==> config.mk <==
export PLATFORM = sky130hd
export DESIGN_NAME = de_reg
export DESIGN_NICKNAME = d
export VERILOG_FILES = /design/src/rtl/de_reg_pkg.sv /design/src/rtl/de_reg_pipe_field.sv /design/src/rtl/de_reg.sv
export SDC_FILE = /design/constraint.sdc
export NUM_CORES = 1
export LEC_CHECK = 0
export ABC_AREA = 1
export BUFFER_PORTS_ARGS = -buffer_cell sky130_fd_sc_hd__clkbuf_2
export CORE_MARGIN = 8
export CORE_UTILIZATION = 25
export DETAILED_ROUTE_END_ITERATION = 10
export GPL_TIMING_DRIVEN = 0
export HOLD_SLACK_MARGIN = 0.06
export PLACE_DENSITY = 0.6
export SLEW_MARGIN = 20
export SYNTH_ARGS = -nofsm -noshare
export SYNTH_HDL_FRONTEND = slang
export SYNTH_SLANG_ARGS = --single-unit
==> constraint.sdc <==
create_clock -name clk -period 4.7 [get_ports clk]
set_input_delay 0.235 -clock clk [delete_from_list [all_inputs] [get_ports clk]]
set_output_delay 0.235 -clock clk [all_outputs]
set_load 0.01 [all_outputs]
==> src/rtl/de_reg_pkg.sv <==
// rtl/de_reg_pkg.sv - shared pipeline constants, exception codes and Tnew encoding
package de_reg_pkg;

    localparam logic [31:0] RESET_PC_DEF   = 32'h0000_3000;
    localparam logic [31:0] HANDLER_PC_DEF = 32'h0000_4180;

    localparam logic [4:0] EXC_INT  = 5'd0;
    localparam logic [4:0] EXC_ADEL = 5'd4;
    localparam logic [4:0] EXC_ADES = 5'd5;
    localparam logic [4:0] EXC_SYS  = 5'd8;
    localparam logic [4:0] EXC_RI   = 5'd10;
    localparam logic [4:0] EXC_OV   = 5'd12;

    typedef logic [1:0] tnew_t;
    localparam tnew_t TNEW_0 = 2'd0;
    localparam tnew_t TNEW_1 = 2'd1;
    localparam tnew_t TNEW_2 = 2'd2;
    localparam tnew_t TNEW_3 = 2'd3;

    // One stage of progress: the result is one cycle closer, never below ready.
    function automatic tnew_t tnew_step(input tnew_t t);
        return (t == TNEW_0) ? TNEW_0 : tnew_t'(t - 2'd1);
    endfunction

endpackage

==> src/rtl/de_reg_pipe_field.sv <==
// rtl/de_reg_pipe_field.sv - one pipeline-register field with reset, flush and bubble values
module pipe_field #(
    parameter int           W           = 32,
    parameter logic [W-1:0] RST_VAL     = '0,
    parameter logic [W-1:0] FLUSH_VAL   = '0,
    parameter logic [W-1:0] BUBBLE_VAL  = '0,
    parameter bit           BUBBLE_PASS = 1'b0
) (
    input  logic         clk,
    input  logic         reset,
    input  logic         flush,
    input  logic         bubble,
    input  logic [W-1:0] d,
    output logic [W-1:0] q
);

    // BUBBLE_PASS fields keep tracking D during a bubble (PC/BD for EPC).
    always_ff @(posedge clk or posedge reset) begin
        if (reset)
            q <= RST_VAL;
        else if (flush)
            q <= FLUSH_VAL;
        else if (bubble)
            q <= BUBBLE_PASS ? d : BUBBLE_VAL;
        else
            q <= d;
    end

endmodule

==> src/rtl/de_reg.sv <==
// rtl/de_reg.sv - D/E pipeline register with bubble insertion, flush and Tnew countdown
module de_reg
    import de_reg_pkg::*;
#(
    parameter logic [31:0] RESET_PC   = RESET_PC_DEF,
    parameter logic [31:0] HANDLER_PC = HANDLER_PC_DEF
) (
    input  logic        clk,
    input  logic        reset,
    input  logic        req,
    input  logic        stall,
    input  logic [31:0] D_pc,
    input  logic [31:0] D_instr,
    input  logic [31:0] D_rs_data,
    input  logic [31:0] D_rt_data,
    input  logic [31:0] D_imm32,
    input  logic [4:0]  D_exc_code,
    input  logic        D_bd,
    input  logic [1:0]  D_tnew,
    output logic [31:0] E_pc,
    output logic [31:0] E_instr,
    output logic [31:0] E_rs_data,
    output logic [31:0] E_rt_data,
    output logic [31:0] E_imm32,
    output logic [4:0]  E_exc_code,
    output logic        E_bd,
    output logic [1:0]  E_tnew,
    output logic        E_valid
);

    tnew_t d_tnew_next;
    assign d_tnew_next = tnew_step(D_tnew);

    pipe_field #(.W(32), .RST_VAL(RESET_PC), .FLUSH_VAL(HANDLER_PC), .BUBBLE_PASS(1'b1)) u_pc (
        .clk(clk), .reset(reset), .flush(req), .bubble(stall), .d(D_pc), .q(E_pc)
    );

    pipe_field #(.W(32)) u_instr (
        .clk(clk), .reset(reset), .flush(req), .bubble(stall), .d(D_instr), .q(E_instr)
    );

    pipe_field #(.W(32)) u_rs (
        .clk(clk), .reset(reset), .flush(req), .bubble(stall), .d(D_rs_data), .q(E_rs_data)
    );

    pipe_field #(.W(32)) u_rt (
        .clk(clk), .reset(reset), .flush(req), .bubble(stall), .d(D_rt_data), .q(E_rt_data)
    );

    pipe_field #(.W(32)) u_imm (
        .clk(clk), .reset(reset), .flush(req), .bubble(stall), .d(D_imm32), .q(E_imm32)
    );

    pipe_field #(.W(5)) u_exc (
        .clk(clk), .reset(reset), .flush(req), .bubble(stall), .d(D_exc_code), .q(E_exc_code)
    );

    pipe_field #(.W(1), .BUBBLE_PASS(1'b1)) u_bd (
        .clk(clk), .reset(reset), .flush(req), .bubble(stall), .d(D_bd), .q(E_bd)
    );

    pipe_field #(.W(2)) u_tnew (
        .clk(clk), .reset(reset), .flush(req), .bubble(stall), .d(d_tnew_next), .q(E_tnew)
    );

    pipe_field #(.W(1)) u_valid (
        .clk(clk), .reset(reset), .flush(req), .bubble(stall), .d(1'b1), .q(E_valid)
    );

endmodule

==> results of run 1 <==
[logic make-up (layout without fill, tap and decap cells)]
group,after synthesis,count (layout)
flip-flops,169,169
AND/OR/NAND/NOR,304,304
buffers and inverters,68,612
[how the worst max path moves through the flow]
stage                      from  cells after the start  slack, ns            end
final                     reset                      6       3.17     u_pc.q[13]
after global routing      reset                      6       3.00     u_pc.q[13]
after CTS                 reset                      6       3.15     u_pc.q[13]
after detailed placement  reset                      5       3.25     u_pc.q[13]
after global placement    reset                      2       1.18  u_instr.q[19]
after floorplan           reset                      1       2.31         u_bd.q
[cell usage in the layout (no fill, tap or decap), types with 5 or more instances in the layout]
cell type,n
buf_12,5
buf_2,13
buf_4,6
buf_6,14
clkbuf_16,17
clkbuf_2,339
clkinv_4,6
dfrtp_1,167
dlygate4sd3_1,168
inv_1,33
nand2_1,136
nor2_1,165
[cell type report]
cell class	count	area [um^2]
multi-input cells	304	1150
clock inverters	12	115
plain buffers	33	268
fillers	2102	12500
clock buffers	20	447
inverters	35	135
well taps	285	357
repair buffers	512	3480
flip-flops and latches	169	4230
[flip-flops by register name (all words and copies together) (netlist names)]
signal     count
u_rs.q        32
u_pc.q        32
u_bd.q         1
u_imm.q       32
u_rt.q        32
u_tnew.q       2
u_valid.q      1
u_instr.q     32
u_exc.q        5
[power breakdown]
| group | switching [uW] | internal [uW] |
|---|---|---|
| clock network | 626 | 710 |
| logic | 222 | 233 |
| registers | 16.9 | 1510 |
| total | 865 | 2460 |
[worst max-delay path, stage by stage]
cell and delay, ns:
dlygate4sd3_1 0.55, clkbuf_2 0.13, clkinvlp_4 0.43, buf_12 0.26, buf_12 0.21, buf_12 0.22
[metrics by stage]
stage / hold WS [ns] / utilization, % / cell area [um^2] / total power (uW)
6_report: 0.0777 / 45.0 / 10200 / 3320
5_1_grt: 0.0606 / 45.0 / 10200 / 3480
4_1_cts: 0.0691 / 45.0 / 10200 / 3360
3_5_place_dp: 0.341 / 35.1 / 7940 / 1900
3_3_place_gp: 0.397 / 34.6 / 7840 / 1890
2_1_floorplan: 0.303 / - / 5780 / 1710
[repair_timing]
item                                    in CTS  in global routing
endpoints found under the setup margin       0                  0
endpoints found under the hold margin      190                  0
hold buffers                               168                  0
[metal layers]
metal / global-route usage [%] / up-vias / routed length [um]
met5: 0 / - / 0
met4: 5.24 / 0 / 521
met3: 6.36 / 29 / 2050
met2: 26.0 / 264 / 10400
met1: 17.2 / 2537 / 8460
li1: - / 2637 / -
==> results.md, run 1 <==
- Status: finished, final reports clean
- First-pass GRT wire length: 34.1 mm
- Worst-Margin Slew: 0.628 ns
- Hold Path Stages: 3
- Post-route insts no fill: 1370
- Share of the synthesized area in the top cell type: 72.3%
- Simple-gate share of the synthesized area: 19.9%
- Area Growth Syn to Fin: 76.1%
- Cells after DPL: 1170
- Initial antenna violation count: 0
- Drt first pass iters: 4
- Root Driver: clkbuf_16
- Maximum VDD drop: 0.187 mV
- Yosys synthesis warning count: 0
- Predominant post-synthesis flop cell: dfrtp_1
- Die Y-Extent: 168 um
- # setup viols final: 0
- Fin Setup TNS: 0 ns
- HPWL Detailed: 15.0 mm
- FMAX: 0.653 GHz
- Clk buf depth: 2
- Layout cells sized above 1: 38.2%
- Hold path endpoint: u_imm.q[0]
- DR vias: 5467
- CTS tree: yes
- Core ar.: 22600 um^2
- Post-synthesis area per instance: 10.7 um^2
- Buffers on Ports: 339
- Overall global routing resource usage: 15.3%
- Synth async-reset ratio: 100%
- Final min period: 1.53 ns
- First DRT Iteration DRCs: 269
- Remaining Overflow, GRT: 0
- Top post-synthesis cells by area: dfrtp_1 72%, nor2_1 11%, nand2_1 8.8%
- Net count, final: 1244
- I/O pin cnt: 341
- CTS Buf Count: 17
- DRT Wirelength: 21.4 mm
- Critical Path AT: 2.08 ns
- Worst setup margin: 3.17 ns
- Max-slew violation count: 0
- Max_slew headroom: 58.1%
- Worst-path clk slew: 0.07 ns
- Die area: 28200 um^2
- WP data required: 5.25 ns
- CP Launch Type: input pin
- Cell with the most instances after synthesis: dfrtp_1
- GP Congestion: 0.840
- Leak: 0.00571 uW
- DRT antenna net count: 0
- Multiplexer area fraction after synthesis: 0%
- Power Density: 326 nW/um^2
- Crit-path max FO: 32
- Setup bufs post-CTS: 0
- Routed len/inst: 15.6 um
- Seq/Total Area, Yosys: 73.2%
- Ant. Diodes: 0
- Pre-CTS setup slack: 3.25 ns
- CTS sink count: 169
- H-tree levels: 4
- Adder-cell share of the synthesized area: 0%
- Count of flip-flops with a built-in enable after synthesis: 0
- Fin crit share: 32.6%
- Post-Syn Nets: 713
- Hold Crit Start: D_imm32[0]
- RSZ-0062 raised after global routing: no
- Vias in the first global route: 6186
- Tightest Hold Check Type: input pin to register
- Mapped Cells: 541
- Maxcap violations: 0
- Cell taking the most area after synthesis: dfrtp_1
- DRC viols: 0
- Post-Syn Area: 5780 um^2
- Largest family of logic cells by synthesized area: simple AND/OR/NAND/NOR gates
- Synth Register Bits: 169
- Synth Area in XOR/XNOR: 0%
- Post-synthesis cell type count: 10
- Crit end category: asynchronous set/reset pin
- CP Class: input pin to asynchronous set/reset pin
- Row count: 55
- Largest net degree at the start of global routing: 35
- Starting Density: 25.5%
- Commonest cells in the netlist: 167 x dfrtp_1, 165 x nor2_1, 136 x nand2_1, 34 x inv_1, 14 x buf_6
- Hold Fails Final Rpt: 0
- CTS resizes: 0
- Post-synthesis compound-gate area fraction: 0%
- Vias/cell: 3.99
- Die X: 168 um
No activity file was read; power rests on OpenSTA's default activity.
==> run 2: changes to the inputs <==
--- a/config.mk
+++ b/config.mk
@@ -12,7 +12,7 @@
 export DETAILED_ROUTE_END_ITERATION = 10
 export GPL_TIMING_DRIVEN = 0
 export HOLD_SLACK_MARGIN = 0.06
-export PLACE_DENSITY = 0.6
+export PLACE_DENSITY = 0.58
 export SLEW_MARGIN = 20
 export SYNTH_ARGS = -nofsm -noshare
 export SYNTH_HDL_FRONTEND = slang
==> constraint.sdc (replaced) <==
create_clock -name clk -period 1.55 [get_ports clk]
set_input_delay 0.0775 -clock clk [delete_from_list [all_inputs] [get_ports clk]]
set_output_delay 0.0775 -clock clk [all_outputs]
set_load 0.01 [all_outputs]
==> results.md, run 2 (synthesis results as in run 1) <==
- DR vias: 5562 (was 5467)
- CTS Buf Count: 17 (unchanged)
- CP Class: input pin to register (was input pin to asynchronous set/reset pin)
- First-pass GRT wire length: 34.6 mm (was 34.1 mm)
- Crit end category: register (was asynchronous set/reset pin)
- Starting Density: 25.5% (unchanged)
- H-tree levels: 4 (unchanged)
- I/O pin cnt: 341 (unchanged)
- Hold Fails Final Rpt: 0 (unchanged)
- Max incr delay on CP: 0.56 ns (was 0.55 ns)
- HPWL Detailed: 15.3 mm (was 15.0 mm)
- Multi-input logic area: 1150 um^2 (unchanged)
- Cell-by-cell listing of the critical path: dlygate4sd3_1, clkbuf_2, or2_2, dlygate4sd3_1 (was dlygate4sd3_1, clkbuf_2, clkinvlp_4, buf_12, buf_12, buf_12)
- Fill cells: 2102 (unchanged)
- CP max-delay cell: dlygate4sd3_1 (unchanged)
- Largest delay share family, worst path: buffers and inverters (unchanged)
- Combinational power share: 13.6% (was 13.7%)
- Clock group share of total power: 41.5% (was 40.2%)
- FMAX: 0.796 GHz
- Worst path bufs/invs: 3 (was 6)
- Tightest Hold Check Type: input pin to register (unchanged)
- Die Y-Extent: 168 um (unchanged)
- Power Density: 1000 nW/um^2 (was 326 nW/um^2)
- Buffers on Ports: 339 (unchanged)
- Leak: 0.00577 uW (was 0.00571 uW)
- Net count, final: 1253 (was 1244)
- Core ar.: 22600 um^2 (unchanged)
- Largest net degree at the start of global routing: 36 (was 35)
- CP Launch Type: input pin (unchanged)
- Overall global routing resource usage: 15.7% (was 15.3%)
- Initial antenna violation count: 2 (was 0)
- CTS sink count: 169 (unchanged)
- Commonest non-fill, non-tap cells in the layout: 339 x clkbuf_2, 177 x dlygate4sd3_1, 167 x dfrtp_1, 165 x nor2_1, 136 x nand2_1 (was 339 x clkbuf_2, 168 x dlygate4sd3_1, 167 x dfrtp_1, 165 x nor2_1, 136 x nand2_1)
- Max_slew headroom: 60.5% (was 58.1%)
- Area Growth Syn to Fin: 78.2% (was 76.1%)
- Root Driver: clkbuf_16 (unchanged)
- DRC viols: 0 (unchanged)
- Commonest non-fill, non-tap cell in the layout: clkbuf_2 (unchanged)
- DRT Wirelength: 22.0 mm (was 21.4 mm)
- Fin crit share: 81.1%
- CTS tree: yes (unchanged)
- Routed len/inst: 16.0 um (was 15.6 um)
- Maxcap violations: 0 (unchanged)
- RSZ-0062 raised after global routing: no (unchanged)
- Worst-Margin Slew: 0.592 ns (was 0.628 ns)
- Die area: 28200 um^2 (unchanged)
- Layout cells sized above 1: 37.9% (was 38.2%)
- Vias in the first global route: 6291 (was 6186)
- Row count: 55 (unchanged)
- Maximum VDD drop: 0.578 mV (was 0.187 mV)
- Final min period: 1.26 ns
- First DRT Iteration DRCs: 288 (was 269)
- Power, Total: 10300 uW (was 3320 uW)
- Sequential Power Share: 45.0% (was 46.1%)
- Sw Share: 25.8% (was 26.1%)
- Max-slew violation count: 0 (unchanged)
- Crit-path max FO: 1 (was 32)
- Drt first pass iters: 4 (unchanged)
- GP Congestion: 0.767 (was 0.840)
- Seq. cell area: 4230 um^2 (unchanged)
- Critical Path AT: 1.56 ns (was 2.08 ns)
- # setup viols final: 0 (unchanged)
- DRT antenna net count: 0 (unchanged)
- WP data required: 1.85 ns (was 5.25 ns)
- Int Power: 7660 uW (was 2460 uW)
- Vias/cell: 4.03 (was 3.99)
- CP dominant cell by count: dlygate4sd3_1 (was buf_12)
- Switch Pwr: 2660 uW (was 865 uW)
- Hold_ws: 0.0679 ns (was 0.0777 ns)
- Remaining Overflow, GRT: 0 (unchanged)
- Worst-path clk slew: 0.07 ns (about the same)
- Status: finished, final reports clean (unchanged)
- Clk buf depth: 2 (unchanged)
- Die X: 168 um (unchanged)
[run 2: cell count changes in the layout (fill, tap and decap cells not counted), moves of 2 or more]
cell           delta
inv_6             +2
diode_2           +2
dlygate4sd3_1     +9
clkinv_4          -3
[run 2: power groups by stage]
stage          Combinational [uW]  Sequential, uW  Clock (uW)
2_1_floorplan                 365            4820           0
5_1_grt                      1540            4660        4600
3_3_place_gp                 1010            4720           0
4_1_cts                      1410            4640        4430
6_report                     1400            4640        4280
3_5_place_dp                 1050            4720           0
[run 2: layout make-up]
class / instances / share of cell area [%]
multi-input combinational: 304 / 11.2
sequential: 169 / 41.1
clock buffer: 20 / 4.43
clock inverter: 12 / 1.28
tap: 285 / 3.46
antenna: 2 / 0.0486
timing repair buffer: 521 / 34.6
buffer: 33 / 2.60
inverter: 35 / 1.31
[run 2: what timing repair did]
item                                   4_1_cts  5_1_grt
endpoints found under the hold margin      188        0
hold buffers                               177        0
resized for setup                            0        0
setup buffers                                0        0
[run 2: worst min-delay path: stages]
cell and delay [ns]:
buf_6 0.12, buf_6 0.14, or2_2 0.11
[run 2: stage by stage]
stage | setup WS [ns] | std cells | util [%] | instance area [um^2] | TNS [ns]
final | 0.294 | 1381 | 45.5 | 10300 | 0
after global routing | 0.243 | 1381 | 45.5 | 10300 | 0
after CTS | 0.352 | 1379 | 45.5 | 10300 | 0
after detailed placement | 0.397 | 1170 | 35.1 | 7940 | 0
after global placement | -1.81 | 1165 | 34.6 | 7840 | -301.30
after floorplan | -0.681 | 541 | - | 5780 | -113.96
[run 2: routing by layer]
metal  GRT usage, %  wire (um)  vias to the layer above
li1               -          -                     2662
met5              0          0                        -
met1           17.2       8620                     2608
met3           6.52       2200                       33
met4           5.32        463                        0
met2           27.2      10800                      259
[run 2: worst paths after layout]
kind                          from          to  slack (ns)  cells after the start
max in group asynchronous    reset  u_pc.q[13]        0.38                      5
min in group asynchronous    reset   u_rt.q[3]        0.30                      3
max                        D_pc[7]   u_pc.q[7]        0.29                      4
min                            req   u_pc.q[8]        0.07                      3
